**config.mk**
```make
export PLATFORM = sky130hd
export DESIGN_NAME = dot_accumulator_flat
export DESIGN_NICKNAME = d
export VERILOG_FILES = /design/src/rtl/dot_accumulator_if.sv /design/src/rtl/dot_accumulator.sv /design/src/flat_wrapper.sv
export SDC_FILE = /design/constraint.sdc
export NUM_CORES = 1
export LEC_CHECK = 0
export ABC_AREA = 0
export BUFFER_PORTS_ARGS = -buffer_cell sky130_fd_sc_hd__buf_4
export CAP_MARGIN = 10
export CELL_PAD_IN_SITES_DETAIL_PLACEMENT = 1
export CELL_PAD_IN_SITES_GLOBAL_PLACEMENT = 2
export CORE_MARGIN = 2
export CORE_UTILIZATION = 38
export DETAILED_ROUTE_END_ITERATION = 6
export GPL_TIMING_DRIVEN = 0
export PLACE_DENSITY_LB_ADDON = 0.1
export SYNTH_ARGS = -nofsm -noshare
export SYNTH_HDL_FRONTEND = slang
export SYNTH_SLANG_ARGS = --single-unit
```
**constraint.sdc**
```tcl
create_clock -name clk_in -period 4.4 [get_ports clk_in]
set_clock_uncertainty 0.15 [all_clocks]
set_input_delay 0.88 -clock clk_in [delete_from_list [all_inputs] [get_ports clk_in]]
set_output_delay 0.88 -clock clk_in [all_outputs]
set_load 0.005 [all_outputs]
```
**src/rtl/dot_accumulator_if.sv**
```systemverilog
// Handshake bundle between an AdderTree stage and dot_accumulator.
//   in_data/in_valid/in_ready    : partial-sum beats into the accumulator
//   out_data/out_sat/out_valid/out_ready : requantized result out of it
// slave  : the accumulator side (consumes beats, produces results)
// master : the environment side (produces beats, consumes results)
interface dot_accumulator_if #(
  parameter int InWidth  = 8,
  parameter int OutWidth = 8
);
  logic [InWidth-1:0]  in_data;
  logic                in_valid;
  logic                in_ready;
  logic [OutWidth-1:0] out_data;
  logic                out_sat;
  logic                out_valid;
  logic                out_ready;

  modport slave (
    input  in_data, in_valid, out_ready,
    output in_ready, out_data, out_sat, out_valid
  );

  modport master (
    output in_data, in_valid, out_ready,
    input  in_ready, out_data, out_sat, out_valid
  );
endinterface

```
**src/rtl/dot_accumulator.sv**
```systemverilog
// dot_accumulator: sums Chunks consecutive signed partial sums from an
// AdderTree, arithmetic-shifts the total right by Shift, saturates it to
// OutWidth and offers it on a valid/ready handshake.
//   clk_in : clock, rising edge
//   rst_in : asynchronous active-high reset
//   bus    : slave modport of dot_accumulator_if
//            in_data (signed InWidth), in_valid, in_ready
//            out_data (signed OutWidth), out_sat, out_valid, out_ready
module dot_accumulator #(
  parameter int InWidth  = 8,
  parameter int Chunks   = 4,
  parameter int Shift    = 0,
  parameter int OutWidth = 8
) (
  input  logic                 clk_in,
  input  logic                 rst_in,
  dot_accumulator_if.slave     bus
);
  localparam int AccWidth = InWidth + $clog2(Chunks) + 1;
  localparam int CntWidth = $clog2(Chunks);
  // Clip comparison runs at whichever is wider so nothing is truncated first.
  localparam int CmpWidth = (AccWidth > OutWidth) ? AccWidth : OutWidth;

  localparam logic signed [CmpWidth-1:0] MaxOut =
    {{(CmpWidth-OutWidth+1){1'b0}}, {(OutWidth-1){1'b1}}};
  localparam logic signed [CmpWidth-1:0] MinOut =
    {{(CmpWidth-OutWidth+1){1'b1}}, {(OutWidth-1){1'b0}}};
  localparam logic [CntWidth-1:0] LastBeat = CntWidth'(Chunks - 1);

  typedef enum logic {ACCUM, EMIT} state_t;

  state_t                     state_q, state_d;
  logic signed [AccWidth-1:0] acc_q, acc_d;
  logic [CntWidth-1:0]        count_q, count_d;
  logic [OutWidth-1:0]        out_data_q, out_data_d;
  logic                       out_sat_q, out_sat_d;

  logic signed [AccWidth-1:0] total;
  logic signed [AccWidth-1:0] shifted;
  logic signed [CmpWidth-1:0] wide;

  always_ff @(posedge clk_in or posedge rst_in) begin
    if (rst_in) begin
      state_q    <= ACCUM;
      acc_q      <= '0;
      count_q    <= '0;
      out_data_q <= '0;
      out_sat_q  <= 1'b0;
    end else begin
      state_q    <= state_d;
      acc_q      <= acc_d;
      count_q    <= count_d;
      out_data_q <= out_data_d;
      out_sat_q  <= out_sat_d;
    end
  end

  always_comb begin
    total      = acc_q + AccWidth'(signed'(bus.in_data));
    shifted    = total >>> Shift;
    wide       = CmpWidth'(shifted);
    state_d    = state_q;
    acc_d      = acc_q;
    count_d    = count_q;
    out_data_d = out_data_q;
    out_sat_d  = out_sat_q;

    case (state_q)
      ACCUM: begin
        if (bus.in_valid) begin
          if (count_q == LastBeat) begin
            if (wide > MaxOut) begin
              out_data_d = MaxOut[OutWidth-1:0];
              out_sat_d  = 1'b1;
            end else if (wide < MinOut) begin
              out_data_d = MinOut[OutWidth-1:0];
              out_sat_d  = 1'b1;
            end else begin
              out_data_d = wide[OutWidth-1:0];
              out_sat_d  = 1'b0;
            end
            acc_d   = '0;
            count_d = '0;
            state_d = EMIT;
          end else begin
            acc_d   = total;
            count_d = count_q + CntWidth'(1);
          end
        end
      end
      EMIT: begin
        if (bus.out_ready) state_d = ACCUM;
      end
      default: state_d = ACCUM;
    endcase
  end

  // Handshake flags depend on the registered state only.
  assign bus.in_ready  = (state_q == ACCUM);
  assign bus.out_valid = (state_q == EMIT);
  assign bus.out_data  = out_data_q;
  assign bus.out_sat   = out_sat_q;
endmodule
```
**src/flat_wrapper.sv**
```systemverilog
// flat-port wrapper written by rule: the top's interface ports become plain ports
module dot_accumulator_flat 
#(
  parameter int InWidth  = 8,
  parameter int Chunks   = 4,
  parameter int Shift    = 0,
  parameter int OutWidth = 8
)
  (clk_in, rst_in, bus_in_data, bus_in_valid, bus_out_ready, bus_in_ready, bus_out_data, bus_out_sat, bus_out_valid);
  dot_accumulator_if #(.InWidth(InWidth), .OutWidth(OutWidth)) bus_i ();
  input  logic clk_in;
  input  logic rst_in;
  input wire logic [$bits(bus_i.in_data)-1:0] bus_in_data;
  input wire logic [$bits(bus_i.in_valid)-1:0] bus_in_valid;
  input wire logic [$bits(bus_i.out_ready)-1:0] bus_out_ready;
  output wire logic [$bits(bus_i.in_ready)-1:0] bus_in_ready;
  output wire logic [$bits(bus_i.out_data)-1:0] bus_out_data;
  output wire logic [$bits(bus_i.out_sat)-1:0] bus_out_sat;
  output wire logic [$bits(bus_i.out_valid)-1:0] bus_out_valid;
  assign bus_i.in_data = bus_in_data;
  assign bus_i.in_valid = bus_in_valid;
  assign bus_i.out_ready = bus_out_ready;
  assign bus_in_ready = bus_i.in_ready;
  assign bus_out_data = bus_i.out_data;
  assign bus_out_sat = bus_i.out_sat;
  assign bus_out_valid = bus_i.out_valid;
  dot_accumulator #(.InWidth(InWidth), .Chunks(Chunks), .Shift(Shift), .OutWidth(OutWidth)) u_core (.clk_in(clk_in), .rst_in(rst_in), .bus(bus_i));
endmodule
```
==> impl_metrics.json, run 1 <==
{
  "status": "finished clean",
  "netlist_area_mm2": 0.00157,
  "synth-xor-area-share_pct": 5.59,
  "grt_pass1_vias": 1445,
  "postPlaceCellArea_mm2": 0.00180,
  "routabilityCongestion": 0.733,
  "setup_violations": 0,
  "maxCapViolCount": 0,
  "clockRootBuffer": "clkbuf_8",
  "start_util_pct": 39.5,
  "crit_start": "bus_in_data[0]",
  "antenna_cells": 0,
  "path_class": "in2reg",
  "p_leak_nw": 0.831,
  "grt_pass1_wl_um": 6960,
  "hold_path.class": "reg2reg",
  "cts_sinks": 23,
  "drt-initial-drc-count": 25,
  "htree_levels": 1,
  "pin_count": 23,
  "final_common_cell": "nand2_1",
  "synth_top_family_by_area": "compound AO/OA/AOI/OAI gates",
  "synth_ff_type": "dfrtp_1",
  "finalNetCount": 211,
  "cts_tree": "built",
  "critical_path.startpoint_type": "input pin",
  "finalSetupTns_ns": 0,
  "cts_setup_buffers": 0,
  "pre_cts_ws_ns": 0.635,
  "cts-buffers-inserted": 3,
  "layout-drive-gt1-share_pct": 21.0,
  "vdd_drop_max_mv": 0.333,
  "synth_fa_ha_area_share_pct": 10.1,
  "grt_max_degree": 24,
  "portBuffers": 22,
  "ys_seq_area_share_pct": 36.7,
  "netlist_instances": 160,
  "fp.dieH_um": 68.2,
  "relSlewSlack_pct": 38.4,
  "hold_violations": 0,
  "clkLatencyLatePin_ns": 0.26,
  "cts.clk_slew.worst_paths_ns": 0.09,
  "required_ns": 4.41,
  "pwr-share-clk_pct": 9.1,
  "p_sw_share_pct": 49.2,
  "synth_edf_count": 0,
  "cellPowerDensity_mw_per_mm2": 803,
  "regToRegStartpoint": "u_core.acc_q[0]",
  "wl_per_cell_um": 18.1,
  "seqPwrFrac_pct": 25.1,
  "drc": 0,
  "syn-num-nets": 184,
  "globalRouteOverflowTotal": 0,
  "synth.top_cells.by_area": "dfrtp_1 (37%), ha_1 (8.8%), nand2_1 (6.5%)",
  "cp_data_arrival_time_ns": 3.52,
  "synth-compound-area-share_pct": 23.7,
  "synthSimpleGateAreaFrac_pct": 20.6,
  "drt_wl_total_um": 4270,
  "setup_slack_ns": 0.891,
  "crit_fanout": 10,
  "hold_start": "u_core.acc_q[2]",
  "synth_cell_types": 47,
  "end_kind": "register",
  "synth_top_area_share_pct": 36.7,
  "die-area_mm2": 0.00466,
  "worstMarginPinSlew_ns": 0.923,
  "slew_violations": 0,
  "mostFrequentLayoutCells": "nand2_1 (27), dfrtp_1 (23), buf_4 (22)",
  "synthArstFlopShare_pct": 100,
  "antenna_found_initial": 0,
  "synth_warnings": 0,
  "final_antenna_net_count": 0,
  "core_mm2": 0.00397,
  "row_count": 23,
  "rsz0062_at_grt": "no",
  "clk_path_buf_depth": 2,
  "p_comb_share_pct": 65.8,
  "cts_hold_buffers": 0,
  "synth.area.mux_share_pct": 0.718,
  "p_int_mw": 0.751,
  "first_pass_iters": 4,
  "period_share_pct": 79.8,
  "vias": 1357,
  "ys_ff_latch": 23,
  "grt_usage_pct": 20.2,
  "final_area_mm2": 0.00184,
  "p_sw_mw": 0.728,
  "clock.fmax_mhz": 285,
  "syn_avg_cell_area_um2": 9.80,
  "syn_to_final_growth_pct": 17.4,
  "via_per_inst": 5.75,
  "cts_resized": 0,
  "hpwlAfterDp_um": 3200,
  "die_x_um": 68.2,
  "yosysTopAreaCell": "dfrtp_1",
  "fin_crit_ns": 3.51
}
## area by class of cell
type,count,area (um2)
Tap cell,50,62.6
Clock buffer,4,45.0
Fill cell,477,2130
Timing Repair Buffer,22,165
Buffer,5,18.8
Sequential cell,23,576
Multi-Input combinational cell,126,951
Inverter,6,22.5
## kinds of logic (layout without fill, tap and decap cells)
group                      Yosys count  after routing
AOI/OAI and AO/OA                   43             43
DFF                                 23             23
buffers and inverters               11             37
and+or+nand+nor                     63             63
adders and majority gates           12             12
xor gates and xnor gates             7              7
muxes                                1              1
## layer usage
layer  up-vias  share of wire (%)  global-route usage, %  routed length, um
met4         0               0.37                   1.50                 16
met3         2                2.8                   3.45                119
li1        652                  -                      -                  -
met1       681                 46                   26.1               1960
met5         -                  0                      0                  0
met2        22                 51                   36.5               2180
## per-stage QoR
step                      power, mW  instances  util (%)  hold slack [ns]
after floorplan                1.05        160         -            0.297
after global placement         1.29        232      45.2            0.311
after detailed placement       1.33        232      45.2            0.326
after CTS                      1.48        236      46.3            0.346
after global routing           1.60        236      46.3            0.382
final                          1.48        236      46.3            0.341
## critical path, cell delays in order
cell	delay [ns]
buf_4	0.11
ha_1	0.21
fa_1	0.42
a21o_1	0.23
a221oi_2	0.41
o21ai_1	0.22
xnor2_4	0.41
nand4_4	0.22
a311oi_1	0.38
## final timing paths
| kind | end | slack, ns | cells after the start |
|---|---|---|---|
| worst max-delay path | u_core.bus.out_data[2] | 0.89 | 9 |
| worst min register to register | u_core.acc_q[2] | 0.34 | 2 |
| worst max register to register | u_core.bus.out_data[2] | 1.23 | 8 |
| min in group asynchronous | u_core.bus.out_data[2] | 0.67 | 2 |
| max in group asynchronous | u_core.bus.out_sat | 2.87 | 2 |
| worst min-delay path | u_core.acc_q[2] | 0.34 | 2 |
## registers in the layout, indices dropped and copies added (netlist names)
register	cells
u_core.bus.out_data	8
u_core.acc_q	11
u_core.count_q	2
u_core.bus.out_sat	1
u_core.bus.out_valid	1
## power groups by stage
| stage | sequential [mW] | clock [mW] | combinational, mW |
|---|---|---|---|
| 2_1_floorplan | 0.366 | 0 | 0.679 |
| 3_3_place_gp | 0.372 | 0 | 0.917 |
| 3_5_place_dp | 0.377 | 0 | 0.956 |
| 4_1_cts | 0.372 | 0.139 | 0.973 |
| 5_1_grt | 0.383 | 0.147 | 1.07 |
| 6_report | 0.371 | 0.134 | 0.973 |
## cells in the mapped netlist, drive strengths merged, types with 2 or more instances
cell    number
nor2         7
ha          11
nand2b       2
nand2       27
xnor2        2
a311oi       7
a221oi       2
a21oi        4
dfrtp       23
xor2         5
o31ai        4
nand3        2
o21ai        7
a22o         3
nand4        3
a21o         5
nor4         7
nor3         9
a211oi       2
inv          6
clkbuf       5
No activity file was read; power rests on OpenSTA's default activity.
==> run 2, diff against run 1 <==
--- a/config.mk
+++ b/config.mk
@@ -11,7 +11,7 @@
 export CELL_PAD_IN_SITES_DETAIL_PLACEMENT = 1
 export CELL_PAD_IN_SITES_GLOBAL_PLACEMENT = 2
 export CORE_MARGIN = 2
-export CORE_UTILIZATION = 38
+export CORE_UTILIZATION = 35
 export DETAILED_ROUTE_END_ITERATION = 6
 export GPL_TIMING_DRIVEN = 0
 export PLACE_DENSITY_LB_ADDON = 0.1
==> constraint.sdc (replaced) <==
create_clock -name clk_in -period 3.3 [get_ports clk_in]
set_clock_uncertainty 0.15 [all_clocks]
set_input_delay 0.66 -clock clk_in [delete_from_list [all_inputs] [get_ports clk_in]]
set_output_delay 0.66 -clock clk_in [all_outputs]
set_load 0.005 [all_outputs]
==> run 2 against run 1 <==
Compared with the run above: register-to-register slack worse by 0.94 ns; utilization is 2.3 points lower; critical endpoint is now u_core.bus.out_data[5]; sequential power is 35% higher; combinational power is 38% higher; clock power is 31% higher; wire length is 3.7% lower; die area is 8.1% higher; highest routed layer unchanged; first-iteration DRC count is 120% higher; final area is 3.5% higher.
==> impl_metrics.json, run 2 (synthesis gave the netlist of run 1 again) <==
{
  "status": "finished clean",
  "p_int_mw": 1.06,
  "wl_met1_um": 1880,
  "pwr-share-clk_pct": 8.7,
  "clock.fmax_mhz": 319,
  "top_layer": "met4",
  "start_util_pct": 36.3,
  "hold_path.class": "reg2reg",
  "die_x_um": 70.9,
  "setup_violations": 0,
  "clk_path_buf_depth": 2,
  "slew_violations": 0,
  "critical_path.startpoint_type": "input pin",
  "layout-drive-gt1-share_pct": 23.0,
  "cts_tree": "built",
  "p_sw_share_pct": 47.2,
  "row_count": 24,
  "portBuffers": 22,
  "pin_count": 23,
  "syn_to_final_growth_pct": 21.5,
  "clockRootBuffer": "clkbuf_8",
  "antenna_found_initial": 0,
  "core_mm2": 0.00432,
  "rsz0062_at_grt": "no",
  "grt_pass1_wl_um": 6980,
  "cp_data_arrival_time_ns": 3.11,
  "total_power_mw": 2.01,
  "relSlewSlack_pct": 39.6,
  "hpwlAfterDp_um": 3180,
  "first_pass_iters": 4,
  "p_comb_share_pct": 66.5,
  "vias": 1365,
  "end_kind": "register",
  "cts_hold_buffers": 0,
  "grt_max_degree": 24,
  "finalSetupTns_ns": 0,
  "htree_levels": 1,
  "globalRouteOverflowTotal": 0,
  "p_leak_nw": 0.860,
  "via_per_inst": 5.62,
  "wl_per_cell_um": 16.9,
  "p_sw_mw": 0.951,
  "setup_slack_ns": 0.168,
  "routabilityCongestion": 0.726,
  "hold_violations": 0,
  "mostFrequentLayoutCells": "nand2_1 (27), buf_4 (26), dfrtp_1 (23)",
  "final_common_cell": "nand2_1",
  "whs_path_depth": 2,
  "fin_crit_ns": 3.13,
  "cts.clk_slew.worst_paths_ns": 0.08,
  "grt_pass1_vias": 1475,
  "fp.dieH_um": 70.9,
  "period_share_pct": 94.9,
  "regMostFlops": "u_core.acc_q",
  "crit_fanout": 9,
  "vdd_drop_max_mv": 0.402,
  "fin_hold_ws_ns": 0.347,
  "seqPwrFrac_pct": 24.8,
  "maxCapViolCount": 0,
  "clkLatencyLatePin_ns": 0.26,
  "r2r_cells": 9,
  "utilization_pct": 44.0,
  "finalNetCount": 216,
  "met2WireLength_um": 2070,
  "drt-initial-drc-count": 54,
  "path_class": "in2reg",
  "antenna_cells": 0,
  "worstMarginPinSlew_ns": 0.905,
  "drc": 0,
  "wl_met3_um": 141,
  "largest_register_ffs": 11,
  "drt_wl_total_um": 4120,
  "cellPowerDensity_mw_per_mm2": 1060,
  "die-area_mm2": 0.00503,
  "cts_sinks": 23,
  "cts-buffers-inserted": 3,
  "final_antenna_net_count": 0,
  "pre_cts_ws_ns": -0.235,
  "grt_usage_pct": 17.3,
  "required_ns": 3.28
}
==> run 2: cell count changes in the layout (fill, tap and decap cells not counted), sizes merged <==
cell	delta
buf	+5
==> run 2: critical path: stages <==
cell      delay [ns]
buf_4           0.11
ha_1            0.21
fa_1            0.41
a21o_1          0.24
a221oi_4        0.35
o221ai_2        0.20
and4_1          0.22
clkbuf_1        0.25
nor2_4          0.30
a311oi_1        0.15
==> run 2: timing repair <==
| item | in CTS | in global routing |
|---|---|---|
| setup endpoints to repair | 0 | 9 |
| gates resized for setup | 0 | 1 |
| hold endpoints to repair | 0 | 0 |
| setup buffers | 0 | 5 |
==> run 2: per-stage QoR <==
stage               instances  instance area [um2]
finish                    243                 1900
global route              243                 1900
CTS                       238                 1840
detailed placement        234                 1800
global placement          234                 1800
floorplan                 160                 1570
==> run 2: path summary, 6_finish.rpt <==
kind | slack (ns) | endpoint | from
max | 0.17 | u_core.bus.out_data[5] | bus_in_data[0]
max reg2reg | 0.29 | u_core.bus.out_data[5] | u_core.acc_q[0]
min | 0.35 | u_core.acc_q[5] | u_core.acc_q[5]
max in group asynchronous | 2.01 | u_core.acc_q[10] | rst_in
min in group asynchronous | 0.44 | u_core.bus.out_valid | rst_in
min reg2reg | 0.35 | u_core.acc_q[5] | u_core.acc_q[5]
==> run 2: layout make-up <==
class / instances / area, um2
tap: 52 / 65.1
sequential: 23 / 576
clock buffer: 4 / 45.0
inverter: 6 / 22.5
timing repair buffer: 27 / 215
fill: 516 / 2420
buffer: 5 / 18.8
multi-input combinational: 126 / 962
==> run 2: metal layers <==
metal  global-route usage, %  vias up
li1                        -      667
met1                    22.6      668
met2                    30.8       26
met3                    2.99        4
met4                    2.52        0
met5                       0        -
==> run 2: power by group through the flow <==
stage / sequential, mW / clock, mW / combinational (mW)
finish: 0.499 / 0.176 / 1.34
global placement: 0.497 / 0 / 1.22
floorplan: 0.489 / 0 / 0.906
global route: 0.515 / 0.194 / 1.50
detailed placement: 0.508 / 0 / 1.25
CTS: 0.502 / 0.183 / 1.26
==> run 3, diff against run 2 <==
--- a/config.mk
+++ b/config.mk
@@ -9,9 +9,9 @@
 export BUFFER_PORTS_ARGS = -buffer_cell sky130_fd_sc_hd__buf_4
 export CAP_MARGIN = 10
 export CELL_PAD_IN_SITES_DETAIL_PLACEMENT = 1
-export CELL_PAD_IN_SITES_GLOBAL_PLACEMENT = 2
+export CELL_PAD_IN_SITES_GLOBAL_PLACEMENT = 1
 export CORE_MARGIN = 2
-export CORE_UTILIZATION = 35
+export CORE_UTILIZATION = 43
 export DETAILED_ROUTE_END_ITERATION = 6
 export GPL_TIMING_DRIVEN = 0
 export PLACE_DENSITY_LB_ADDON = 0.1
==> run 3 against run 2 <==
Compared with the run above: first-iteration DRC count rose by 96%; largest power group unchanged; die area down 18%; sequential power down 1%; worst hold slack lost 0.0081 ns; wire length down 0.51%; global-route usage grew 5.2 points; power decreased by 5.4%; critical path type unchanged.
==> impl_metrics.json, run 3 (synthesis gave the netlist of run 1 again) <==
{
  "status": "finished clean",
  "cts_hold_buffers": 0,
  "n_fill_cell": 397,
  "cts_resized": 0,
  "cts_setup_buffers": 0,
  "drt-initial-drc-count": 106,
  "met2_usage_pct": 40.1,
  "crit_chain": "buf_4, ha_1, fa_1, a21o_1, a221oi_2, o21ai_1, xnor2_4, nand4_4, a311oi_1",
  "p_int_mw": 0.960,
  "met3_usage_pct": 2.64,
  "multi_input_area_um2": 951,
  "grt_pass1_vias": 1457,
  "hold_path.class": "in2reg",
  "cts-buffers-inserted": 3,
  "core_mm2": 0.00342,
  "portBuffers": 22,
  "required_ns": 3.39,
  "grt_max_degree": 24,
  "cp.buffers_inverters": 1,
  "clock.fmax_mhz": 322,
  "slowest_stage": "fa_1",
  "htree_levels": 1,
  "routabilityCongestion": 0.782,
  "hold_violations": 0,
  "slew_violations": 0,
  "first_pass_iters": 4,
  "p_sw_mw": 0.946,
  "register_area_um2": 576,
  "start_util_pct": 45.9,
  "row_count": 21,
  "pwr-share-clk_pct": 7.4,
  "path_class": "in2reg",
  "seqPwrFrac_pct": 25.9,
  "p_sw_share_pct": 49.7,
  "cts_tree": "built",
  "antenna_cells": 0,
  "relSlewSlack_pct": 40.7,
  "rsz0062_at_grt": "no",
  "end_kind": "register",
  "hpwlAfterDp_um": 3090,
  "antenna_found_initial": 0,
  "cts_sinks": 23,
  "wl_per_cell_um": 17.7,
  "globalRouteOverflowTotal": 0,
  "die-area_mm2": 0.00414,
  "mostFrequentLayoutCells": "nand2_1 (27), dfrtp_1 (23), buf_4 (22)",
  "regMostFlops": "u_core.acc_q",
  "dpl.cell_count": 228,
  "critPathMaxStageDelay_ns": 0.42,
  "drt_wl_total_um": 4100,
  "worstMarginPinSlew_ns": 0.888,
  "cts.clk_slew.worst_paths_ns": 0.14,
  "vias": 1353,
  "cp_data_arrival_time_ns": 3.19,
  "critical_path.startpoint_type": "input pin",
  "p_leak_nw": 0.823,
  "drc": 0,
  "pin_count": 23,
  "fin_crit_ns": 3.10,
  "final_common_cell": "nand2_1",
  "postPlaceCellArea_mm2": 0.00179,
  "cpLargestDelayFamily": "compound AO/OA/AOI/OAI gates",
  "setup_violations": 0,
  "die_x_um": 64.4,
  "fin_hold_ws_ns": 0.339,
  "syn_to_final_growth_pct": 15.9,
  "fp.dieH_um": 64.4,
  "largest_register_ffs": 11,
  "cellPowerDensity_mw_per_mm2": 1050,
  "final_antenna_net_count": 0,
  "vdd_drop_max_mv": 0.413,
  "utilization_pct": 53.2,
  "clkLatencyLatePin_ns": 0.32,
  "via_per_inst": 5.83,
  "period_share_pct": 94.0,
  "use_met1_pct": 28.6,
  "crit_fanout": 10,
  "maxCapViolCount": 0,
  "clk_path_buf_depth": 2,
  "finalNetCount": 211,
  "stdcell_count": 232,
  "grt_usage_pct": 22.5,
  "clockRootBuffer": "clkbuf_4",
  "top_usage_layer": "met2",
  "layout-drive-gt1-share_pct": 21.0,
  "final_area_mm2": 0.00182,
  "grt_pass1_wl_um": 7180,
  "p_comb_share_pct": 66.7
}
==> run 3: area by class of cell <==
cell class | count | share of cell area [%]
timing repair buffer | 22 | 9.09
buffer | 5 | 1.03
sequential | 23 | 31.7
tap | 46 | 3.17
inverter | 6 | 1.24
multi-input combinational | 126 | 52.3
clock buffer | 4 | 1.45
==> run 3: metrics by stage <==
step / TNS, ns / worst slack [ns] / total power [mW]
finish: 0 / 0.198 / 1.91
global route: 0 / 0.0251 / 2.08
CTS: 0 / 0.195 / 1.91
detailed placement: -1.13 / -0.148 / 1.77
global placement: -0.633 / -0.0827 / 1.69
floorplan: 0 / 0.329 / 1.39
==> run 3: path summary, 6_finish.rpt <==
check                                 from                     end  slack (ns)  cells past startpoint
max                         bus_in_data[0]  u_core.bus.out_data[3]        0.20                      9
min                          bus_out_ready    u_core.bus.out_valid        0.34                      2
max reg2reg                u_core.acc_q[0]  u_core.bus.out_data[3]        0.23                      8
min reg2reg                u_core.acc_q[5]         u_core.acc_q[5]        0.35                      2
max in group asynchronous           rst_in         u_core.acc_q[5]        2.10                      2
min in group asynchronous           rst_in  u_core.bus.out_data[7]        0.36                      2
==> run 3: per-layer routing <==
metal | part of all wire [%] | wire, um
met5 | 0 | 0
met3 | 3.3 | 134
met4 | 1.6 | 65
met1 | 44 | 1810
met2 | 51 | 2080
==> run 3: worst reg2reg max path: stages (launching register included) <==
cell	delay, ns
dfrtp_1	0.41
ha_1	0.21
fa_1	0.42
a21o_1	0.22
a221oi_2	0.39
o21ai_1	0.22
xnor2_4	0.39
nand4_4	0.22
a311oi_1	0.34
==> run 3: power groups by stage <==
stage	Combinational, mW	Sequential (mW)	Clock [mW]
2_1_floorplan	0.906	0.489	0
3_3_place_gp	1.20	0.493	0
3_5_place_dp	1.26	0.502	0
4_1_cts	1.27	0.496	0.141
5_1_grt	1.42	0.509	0.153
6_report	1.27	0.494	0.141
